<file path="config.mk">
export PLATFORM = sky130hd
export DESIGN_NAME = hazard_ctrl
export DESIGN_NICKNAME = d
export VERILOG_FILES = /design/src/rtl/cpu_pkg.sv /design/src/rtl/hazard_fwd.sv /design/src/rtl/hazard_ctrl.sv
export SDC_FILE = /design/constraint.sdc
export NUM_CORES = 1
export LEC_CHECK = 0
export CAP_MARGIN = 40
export CELL_PAD_IN_SITES_DETAIL_PLACEMENT = 0
export CELL_PAD_IN_SITES_GLOBAL_PLACEMENT = 1
export CORE_MARGIN = 4
export CORE_UTILIZATION = 29
export CTS_CLUSTER_SIZE = 40
export DETAILED_ROUTE_END_ITERATION = 16
export PLACE_DENSITY_LB_ADDON = 0.1
export SYNTH_ARGS = -nofsm -noshare
export SYNTH_HDL_FRONTEND = slang
export SYNTH_HIERARCHICAL = 1
export SYNTH_SLANG_ARGS = --single-unit
</file>
<file path="constraint.sdc">
create_clock -name clk -period 7.3 [get_ports clk]
set_clock_uncertainty 0.2 [all_clocks]
set_input_delay 1.46 -clock clk [delete_from_list [all_inputs] [get_ports clk]]
set_output_delay 1.46 -clock clk [all_outputs]
set_load 0.03 [all_outputs]
</file>
<file path="src/rtl/cpu_pkg.sv">
`default_nettype none
// +----------------------------------------------------------------------+
// | cpu_pkg : shared encodings for the 5-stage core hazard logic         |
// | Rev 1.0 : initial release                                            |
// +----------------------------------------------------------------------+
package cpu_pkg;

  localparam int REGW = 5;

  localparam logic [1:0] FWD_RF = 2'b00;
  localparam logic [1:0] FWD_W  = 2'b01;
  localparam logic [1:0] FWD_M  = 2'b10;

  typedef enum logic [1:0] {
    HZ_RUN = 2'd0,
    HZ_DIV = 2'd1,
    HZ_EXC = 2'd2
  } hz_state_t;

endpackage
`default_nettype wire

</file>
<file path="src/rtl/hazard_fwd.sv">
`default_nettype none
// +----------------------------------------------------------------------+
// | hazard_fwd : combinational forwarding selects and lw/branch stalls   |
// | Rev 1.0 : initial release                                            |
// +----------------------------------------------------------------------+
module hazard_fwd
  import cpu_pkg::*;
#(
  parameter int REGW = cpu_pkg::REGW
) (
  input  logic [REGW-1:0] rsD,
  input  logic [REGW-1:0] rtD,
  input  logic [REGW-1:0] rsE,
  input  logic [REGW-1:0] rtE,
  input  logic [REGW-1:0] writeregE,
  input  logic [REGW-1:0] writeregM,
  input  logic [REGW-1:0] writeregW,
  input  logic            regwriteE,
  input  logic            regwriteM,
  input  logic            regwriteW,
  input  logic            memtoregE,
  input  logic            memtoregM,
  input  logic            branchD,
  input  logic            jrD,
  output logic [1:0]      forwardAE,
  output logic [1:0]      forwardBE,
  output logic            forwardAD,
  output logic            forwardBD,
  output logic            lwstall,
  output logic            brstall
);

  // $zero is hardwired, so a producer targeting it never creates a dependency
  function automatic logic hit(input logic [REGW-1:0] a, input logic [REGW-1:0] b);
    return (a != '0) && (a == b);
  endfunction

  logic w_br_e;
  logic w_br_m;

  always_comb begin
    forwardAE = FWD_RF;
    if (regwriteM && hit(rsE, writeregM))
      forwardAE = FWD_M;
    else if (regwriteW && hit(rsE, writeregW))
      forwardAE = FWD_W;

    forwardBE = FWD_RF;
    if (regwriteM && hit(rtE, writeregM))
      forwardBE = FWD_M;
    else if (regwriteW && hit(rtE, writeregW))
      forwardBE = FWD_W;

    forwardAD = regwriteM && hit(rsD, writeregM);
    forwardBD = regwriteM && hit(rtD, writeregM);

    lwstall = memtoregE && (hit(rtE, rsD) || hit(rtE, rtD));

    // jr only reads rs; branches compare both operands
    w_br_e  = regwriteE && (hit(writeregE, rsD) || (branchD && hit(writeregE, rtD)));
    w_br_m  = memtoregM && (hit(writeregM, rsD) || (branchD && hit(writeregM, rtD)));
    brstall = (branchD || jrD) && (w_br_e || w_br_m);
  end

endmodule
`default_nettype wire

</file>
<file path="src/rtl/hazard_ctrl.sv">
`default_nettype none
// +----------------------------------------------------------------------+
// | hazard_ctrl : stall/flush/forward control with divide/exception FSM  |
// | Rev 1.0 : initial release                                            |
// +----------------------------------------------------------------------+
module hazard_ctrl
  import cpu_pkg::*;
#(
  parameter int REGW         = cpu_pkg::REGW,
  parameter int FLUSH_CYCLES = 1
) (
  input  logic            clk,
  input  logic            rst,
  input  logic [REGW-1:0] rsD,
  input  logic [REGW-1:0] rtD,
  input  logic [REGW-1:0] rsE,
  input  logic [REGW-1:0] rtE,
  input  logic [REGW-1:0] writeregE,
  input  logic [REGW-1:0] writeregM,
  input  logic [REGW-1:0] writeregW,
  input  logic            regwriteE,
  input  logic            regwriteM,
  input  logic            regwriteW,
  input  logic            memtoregE,
  input  logic            memtoregM,
  input  logic            branchD,
  input  logic            jrD,
  input  logic            div_startE,
  input  logic            div_doneE,
  input  logic            exceptM,
  output logic [1:0]      forwardAE,
  output logic [1:0]      forwardBE,
  output logic            forwardAD,
  output logic            forwardBD,
  output logic            stallF,
  output logic            stallD,
  output logic            stallE,
  output logic            flushD,
  output logic            flushE,
  output logic            flushM,
  output logic            flushW,
  output logic            div_go,
  output logic            div_abort
);

  localparam logic [3:0] c_FCNT_LOAD = 4'(FLUSH_CYCLES - 1);

  hz_state_t  r_state;
  hz_state_t  w_state_nxt;
  logic [3:0] r_fcnt;
  logic [3:0] w_fcnt_nxt;

  logic [1:0] w_fwd_ae;
  logic [1:0] w_fwd_be;
  logic       w_fwd_ad;
  logic       w_fwd_bd;
  logic       w_lwstall;
  logic       w_brstall;
  logic       w_exc;
  logic       w_divstall;
  logic       w_div_go;

  hazard_fwd #(
    .REGW (REGW)
  ) u_fwd (
    .rsD       (rsD),
    .rtD       (rtD),
    .rsE       (rsE),
    .rtE       (rtE),
    .writeregE (writeregE),
    .writeregM (writeregM),
    .writeregW (writeregW),
    .regwriteE (regwriteE),
    .regwriteM (regwriteM),
    .regwriteW (regwriteW),
    .memtoregE (memtoregE),
    .memtoregM (memtoregM),
    .branchD   (branchD),
    .jrD       (jrD),
    .forwardAE (w_fwd_ae),
    .forwardBE (w_fwd_be),
    .forwardAD (w_fwd_ad),
    .forwardBD (w_fwd_bd),
    .lwstall   (w_lwstall),
    .brstall   (w_brstall)
  );

  assign w_exc      = exceptM || (r_state == HZ_EXC);
  assign w_divstall = ((r_state == HZ_RUN) && div_startE) ||
                      ((r_state == HZ_DIV) && !div_doneE);
  assign w_div_go   = (r_state == HZ_RUN) && div_startE && !exceptM;

  always_ff @(posedge clk) begin
    if (!rst) begin
      r_state <= HZ_RUN;
      r_fcnt  <= '0;
    end else begin
      r_state <= w_state_nxt;
      r_fcnt  <= w_fcnt_nxt;
    end
  end

  always_comb begin
    w_state_nxt = r_state;
    w_fcnt_nxt  = r_fcnt;
    if (exceptM) begin
      // a new exception always restarts the flush window, even inside EXC
      w_state_nxt = HZ_EXC;
      w_fcnt_nxt  = c_FCNT_LOAD;
    end else begin
      case (r_state)
        HZ_RUN: if (w_div_go) w_state_nxt = HZ_DIV;
        HZ_DIV: if (div_doneE) w_state_nxt = HZ_RUN;
        HZ_EXC: begin
          if (r_fcnt == 4'd0) w_state_nxt = HZ_RUN;
          else                w_fcnt_nxt  = r_fcnt - 4'd1;
        end
        default: w_state_nxt = HZ_RUN;
      endcase
    end
  end

  always_comb begin
    forwardAE = FWD_RF;
    forwardBE = FWD_RF;
    forwardAD = 1'b0;
    forwardBD = 1'b0;
    stallF    = 1'b0;
    stallD    = 1'b0;
    stallE    = 1'b0;
    flushD    = 1'b0;
    flushE    = 1'b0;
    flushM    = 1'b0;
    flushW    = 1'b0;
    div_go    = 1'b0;
    div_abort = 1'b0;
    if (rst) begin
      forwardAE = w_fwd_ae;
      forwardBE = w_fwd_be;
      forwardAD = w_fwd_ad;
      forwardBD = w_fwd_bd;
      div_go    = w_div_go;
      if (w_exc) begin
        flushD    = 1'b1;
        flushE    = 1'b1;
        flushM    = 1'b1;
        flushW    = 1'b1;
        div_abort = exceptM && (r_state == HZ_DIV);
      end else if (w_divstall) begin
        // freeze F/D/E and push a bubble into M while the divider iterates
        stallF = 1'b1;
        stallD = 1'b1;
        stallE = 1'b1;
        flushM = 1'b1;
      end else if (w_lwstall || w_brstall) begin
        stallF = 1'b1;
        stallD = 1'b1;
        flushE = 1'b1;
      end
    end
  end

endmodule
`default_nettype wire

</file>
==> results.json, run 1 <==
{
  "drt-total-wl_um": 3760,
  "layout_common_cells": "clkdlybuf4s50_1 (61), xnor2_1 (37), xor2_1 (13), nor2_1 (8)",
  "post-cts-setup-buffer-count": 0,
  "grt_pass1_wl_um": 6240,
  "gp_congestion": 0.884,
  "clkLatencyLatePin_ps": 230,
  "critical_path.most_common_cell": "clkdlybuf4s50_1",
  "timing.hold.ws_ps": 309,
  "dieArea_um2": 5130,
  "cts.repair.resized": 0,
  "end_kind": "output pin",
  "final_antenna_net_count": 0,
  "peakVddDrop_uv": 63.0,
  "layout_commonest_cell": "clkdlybuf4s50_1",
  "hold_path_depth": 2,
  "routedWlPerCell_um": 15.0,
  "die_h_um": 71.7,
  "synth_fp_nets": 201,
  "cp.depth": 9,
  "htreeDepth": 1,
  "grt-ovfl-total": 0,
  "syn_area_um2": 1170,
  "worstMarginPinSlew_ps": 508,
  "crit_required_ps": 5640,
  "clock-sinks": 6,
  "route.vias.total": 1307,
  "p_leak_nw": 0.584,
  "drv_slew": 0,
  "ff2ff_setup_slack_ps": 5710,
  "root_buffer": "clkbuf_8",
  "core_area_um2": 3800,
  "ys_types": 43,
  "hold_path_class": "reg2reg",
  "critical_path_arrival_ps": 4160,
  "yosys.area.top_type": "xnor2_1",
  "track_usage_pct": 14.8,
  "final_cells": 251,
  "p_per_area_nw_per_um2": 97.4,
  "final-hold-violation-count": 0,
  "startpoint": "writeregM[1]",
  "avgSynthCellArea_um2": 7.68,
  "crit_fanout": 5,
  "ys_ff_latch": 6,
  "finalSetupTns_ps": 0,
  "path_clk_slew_ps": 40,
  "drt_iter0_markers": 83,
  "outcome": "complete, no violations",
  "n_antenna_cell": 0,
  "setup-violations-final": 0,
  "grt_pass1_vias": 1322,
  "dieWidth_um": 71.7,
  "synth_top_cell_area_share_pct": 27.6,
  "cts_made_buffers": 3,
  "yosys_warnings": 6,
  "fillers": 378,
  "seq_area_frac_synth_pct": 10.2,
  "area_delta_synth_final_pct": 54.0,
  "min_from": "r_fcnt[3]",
  "dp_cells": 248,
  "startpoint_type": "input port",
  "fin_crit_ps": 5820,
  "initial_core_util_pct": 30.9,
  "grt_max_degree": 13,
  "crit_family": "buffers and inverters",
  "rows": 22,
  "min_period_over_period_pct": 79.7,
  "drive_gt1_share_pct": 4.93,
  "drc": 0,
  "place_ws_ps": 1460,
  "crit_path_top_delay_cell": "clkdlybuf4s50_1",
  "cp_num_buf_inv": 2,
  "cts_hold_buf": 0,
  "critical_path.cell_chain": "clkdlybuf4s50_1 > xnor2_1 > nand3_1 > nor3_1 > o221ai_1 > a21oi_1 > nor2_1 > a211oi_1 > clkdlybuf4s50_1",
  "synth_cells": 153,
  "max-cap-violations": 0,
  "cts_tree": "done",
  "slew-limit-headroom_pct": 66.0,
  "portBuffers": 61,
  "place_hpwl_um": 3090,
  "setup_ws_ps": 1480,
  "nets": 253,
  "firstDrtPassIters": 4,
  "max_stage_delay_ps": 730,
  "worstSetupPathType": "in2out",
  "r2r-start": "r_fcnt[0]",
  "clockBufferDepth": 2,
  "r2r_cells": 5,
  "routed_via_density": 5.21,
  "grt_setup_unrepaired": "false",
  "synth.area.top_cells": "xnor2_1 (28%), dfxtp_1 (10%), xor2_1 (9.7%)",
  "max_clock_freq_mhz": 172,
  "ioPinCount": 62,
  "antenna_found_initial": 0
}
-- power breakdown --
group          internal, W  switching (W)   total, W
logic            0.0000491      0.0000414  0.0000905
registers        0.0000335    0.000000759  0.0000343
clock network    0.0000356      0.0000158  0.0000514
-- state kept, by name, summed over array words and instances (netlist names) --
signal   cells
r_fcnt       4
r_state      2
-- cell usage after synthesis, drive strengths merged --
master / number
nor2b: 1
or4: 5
o221ai: 1
o21ai: 4
nor2: 9
and2: 6
o21a: 2
a211o: 1
xor2: 13
nand4b: 1
buf: 6
nand3: 5
o21bai: 1
o22ai: 1
nor4: 4
a31oi: 1
nand2: 4
and4b: 1
o41ai: 1
nor3b: 2
dfxtp: 6
o31ai: 1
nor3: 5
xnor2: 37
clkbuf: 8
a221oi: 1
or3: 3
ha: 1
a21oi: 4
a211oi: 2
o31a: 1
inv: 4
nor4b: 1
nand4: 5
o311a: 2
nand2b: 3
-- final cells by class --
type,instances,area [um2],share of cell area (%)
Multi-Input combinational cell,129,962,53.2
Timing Repair Buffer,61,611,33.7
Sequential cell,6,120,6.64
Tap cell,48,60.1,3.32
Clock buffer,3,41.3,2.28
Inverter,4,15.0,0.830
-- worst register-to-register path, delay by kind of cell, from the launching register on --
| family | cells | cell delay, ps |
|---|---|---|
| and+or+nand+nor | 2 | 580 |
| DFF | 1 | 370 |
| adders and majority gates | 1 | 230 |
| AOI/OAI and AO/OA | 1 | 70 |
| buffers and inverters | 1 | 60 |
-- final timing paths --
path / end
hold reg to reg: r_fcnt[3]
setup reg to reg: r_fcnt[1]
setup / recovery: stallF
hold / removal: r_fcnt[3]
-- layer usage --
metal / track usage (%) / share of wire, % / vias to the layer above
met2: 24.1 / 45 / 56
met3: 3.65 / 7.6 / 2
met4: 1.88 / 0.43 / 0
met5: 0 / 0 / -
li1: - / - / 638
met1: 20.1 / 47 / 611
-- metrics by stage --
step	power, W	util (%)	area (um2)
3_5_place_dp	0.000126	46.5	1770
5_1_grt	0.000188	47.6	1810
6_report	0.000176	47.6	1810
2_1_floorplan	0.0000838	-	1170
4_1_cts	0.000179	47.6	1810
3_3_place_gp	0.000125	46.5	1770
-- cells by family after synthesis --
group,after synthesis,synth area share (%)
compound gates,23,13.8
xor+xnor,50,37.3
flops,6,10.2
fa+ha+maj,1,1.06
buf+inv,18,7.88
simple gates,55,29.7
Power figures use the tool's default switching activity.
==> run 2, diff against run 1 <==
Settings changed: CORE_UTILIZATION 29 to 25.
Clock period 7.3 ns to 5.07 ns, I/O delays scaled along.
==> run 2 against run 1 <==
  * Total power up 45%
  * Core utilization down 5.7 points
  * Flip-flop and latch count unchanged
  * Final cell count up 4.0%
  * Register-to-register slack worse by 2300 ps
  * Count of clock-buffer cells in the layout unchanged
  * Via count down 2.2%
  * Critical path depth unchanged
  * Sequential power up 44%
==> results.json, run 2 (synthesis results as in run 1) <==
{
  "max_stage_delay_ps": 690,
  "r2r-start": "r_fcnt[0]",
  "outcome": "complete, no violations",
  "crit_required_ps": 3860,
  "crit_family": "buffers and inverters",
  "firstDrtPassIters": 4,
  "layout_commonest_cell": "clkdlybuf4s50_1",
  "cp_num_buf_inv": 2,
  "worstMarginPinSlew_ps": 495,
  "clockBufferDepth": 2,
  "final-hold-violation-count": 0,
  "final_cells": 261,
  "critical_path_arrival_ps": 3550,
  "antenna_found_initial": 0,
  "fillers": 463,
  "dieArea_um2": 5860,
  "r2r_end": "r_fcnt[1]",
  "grt_setup_unrepaired": "false",
  "peakVddDrop_uv": 78.3,
  "rows": 24,
  "p_per_area_nw_per_um2": 137,
  "ioPinCount": 62,
  "hold_path_depth": 2,
  "hold_end": "r_fcnt[1]",
  "grt_use_met2_pct": 24.0,
  "track_usage_pct": 13.7,
  "end_kind": "output pin",
  "cts_tree": "done",
  "met1_usage_pct": 17.0,
  "routedWlPerCell_um": 15.0,
  "top_usage_layer": "met2",
  "grt_max_degree": 13,
  "clock-sinks": 6,
  "die_h_um": 76.6,
  "hold_path_class": "reg2reg",
  "final_antenna_net_count": 0,
  "drt_iter0_markers": 43,
  "place_hpwl_um": 3350,
  "core_area_um2": 4440,
  "gp_congestion": 0.809,
  "crit_fanout": 4,
  "area_delta_synth_final_pct": 58.7,
  "root_buffer": "clkbuf_8",
  "regMostFlops": "r_fcnt",
  "drc": 0,
  "initial_core_util_pct": 26.4,
  "finalSetupTns_ps": 0,
  "dieWidth_um": 76.6,
  "grt-ovfl-total": 0,
  "nets": 259,
  "clkLatencyLatePin_ps": 220,
  "max-cap-violations": 0,
  "drive_gt1_share_pct": 7.66,
  "p_leak_nw": 0.648,
  "cts_made_buffers": 3,
  "drv_slew": 0,
  "dp_cells": 258,
  "portBuffers": 61,
  "timing.hold.ws_ps": 313,
  "post-cts-setup-buffer-count": 0,
  "min_from": "r_fcnt[1]",
  "fin_crit_ps": 4760,
  "largest_reg_flops": 4,
  "crit_path_top_delay_cell": "clkdlybuf4s50_1",
  "grt_pass1_wl_um": 6500,
  "cp.depth": 9,
  "slew-limit-headroom_pct": 66.9,
  "path_clk_slew_ps": 40,
  "grt_pass1_vias": 1331,
  "critical_path.cell_chain": "clkdlybuf4s50_1 > xnor2_1 > nand3_1 > nor3_1 > o221ai_1 > a21oi_1 > o21ai_0 > o21bai_1 > clkdlybuf4s50_1",
  "drt-total-wl_um": 3910,
  "min_period_over_period_pct": 93.9,
  "worstSetupPathType": "in2out",
  "n_antenna_cell": 0,
  "routed_via_density": 4.90,
  "layout_common_cells": "clkdlybuf4s50_1 (59), xnor2_1 (37), xor2_1 (13), nor2_1 (8)",
  "setup-violations-final": 0,
  "ff2ff_setup_slack_ps": 3450,
  "max_clock_freq_mhz": 210,
  "critical_path.most_common_cell": "clkdlybuf4s50_1",
  "utilization_pct": 41.9,
  "htreeDepth": 1,
  "startpoint_type": "input port",
  "route.vias.total": 1278,
  "use_met3_pct": 3.78,
  "r2r_cells": 5,
  "reg.largest.list": "r_fcnt (4), r_state (2)"
}
[run 2: how the worst max path moves through the flow]
stage | start | end
floorplan | writeregM[4] | stallF
CTS | rsD[1] | stallF
finish | rsD[1] | flushE
global route | rsD[2] | flushE
detailed placement | rsD[1] | stallF
global placement | rsD[1] | stallF
[run 2: routing by layer]
layer / part of all wire [%] / vias to the layer above / wire length [um]
met3: 5.2 / 2 / 205
li1: - / 649 / -
met1: 46 / 589 / 1790
met5: 0 / - / 0
met2: 49 / 38 / 1900
met4: 0.36 / 0 / 14
[run 2: worst reg2reg max path: stages (launching register included)]
cell,delay [ps]
dfxtp_1,370
inv_1,60
ha_1,240
nor3b_1,180
or4_1,410
o31ai_1,70
[run 2: final cells by class]
class | instances | area [um2] | share of cell area (%)
multi-input combinational | 129 | 962 | 51.6
timing repair buffer | 67 | 661 | 35.4
sequential | 6 | 120 | 6.44
tap | 52 | 65.1 | 3.49
clock buffer | 3 | 41.3 | 2.21
inverter | 4 | 15.0 | 0.805
[run 2: per-stage QoR]
step / setup WS (ps) / area [um2] / total power [W]
finish: 307 / 1860 / 0.000256
global route: 79.6 / 1860 / 0.000275
CTS: 164 / 1860 / 0.000260
detailed placement: 174 / 1820 / 0.000185
global placement: 215 / 1820 / 0.000184
floorplan: 588 / 1170 / 0.000121
[run 2: what timing repair did]
| action | 4_1_cts | 5_1_grt |
|---|---|---|
| hold buffers | 0 | 0 |
| endpoints found under the setup margin | 0 | 2 |
| resized for setup | 0 | 2 |
[run 2: where the power goes]
group / internal, W / total, W / switching (W)
combinational: 0.0000737 / 0.000134 / 0.0000604
clock: 0.0000511 / 0.0000727 / 0.0000216
sequential: 0.0000483 / 0.0000493 / 0.00000107
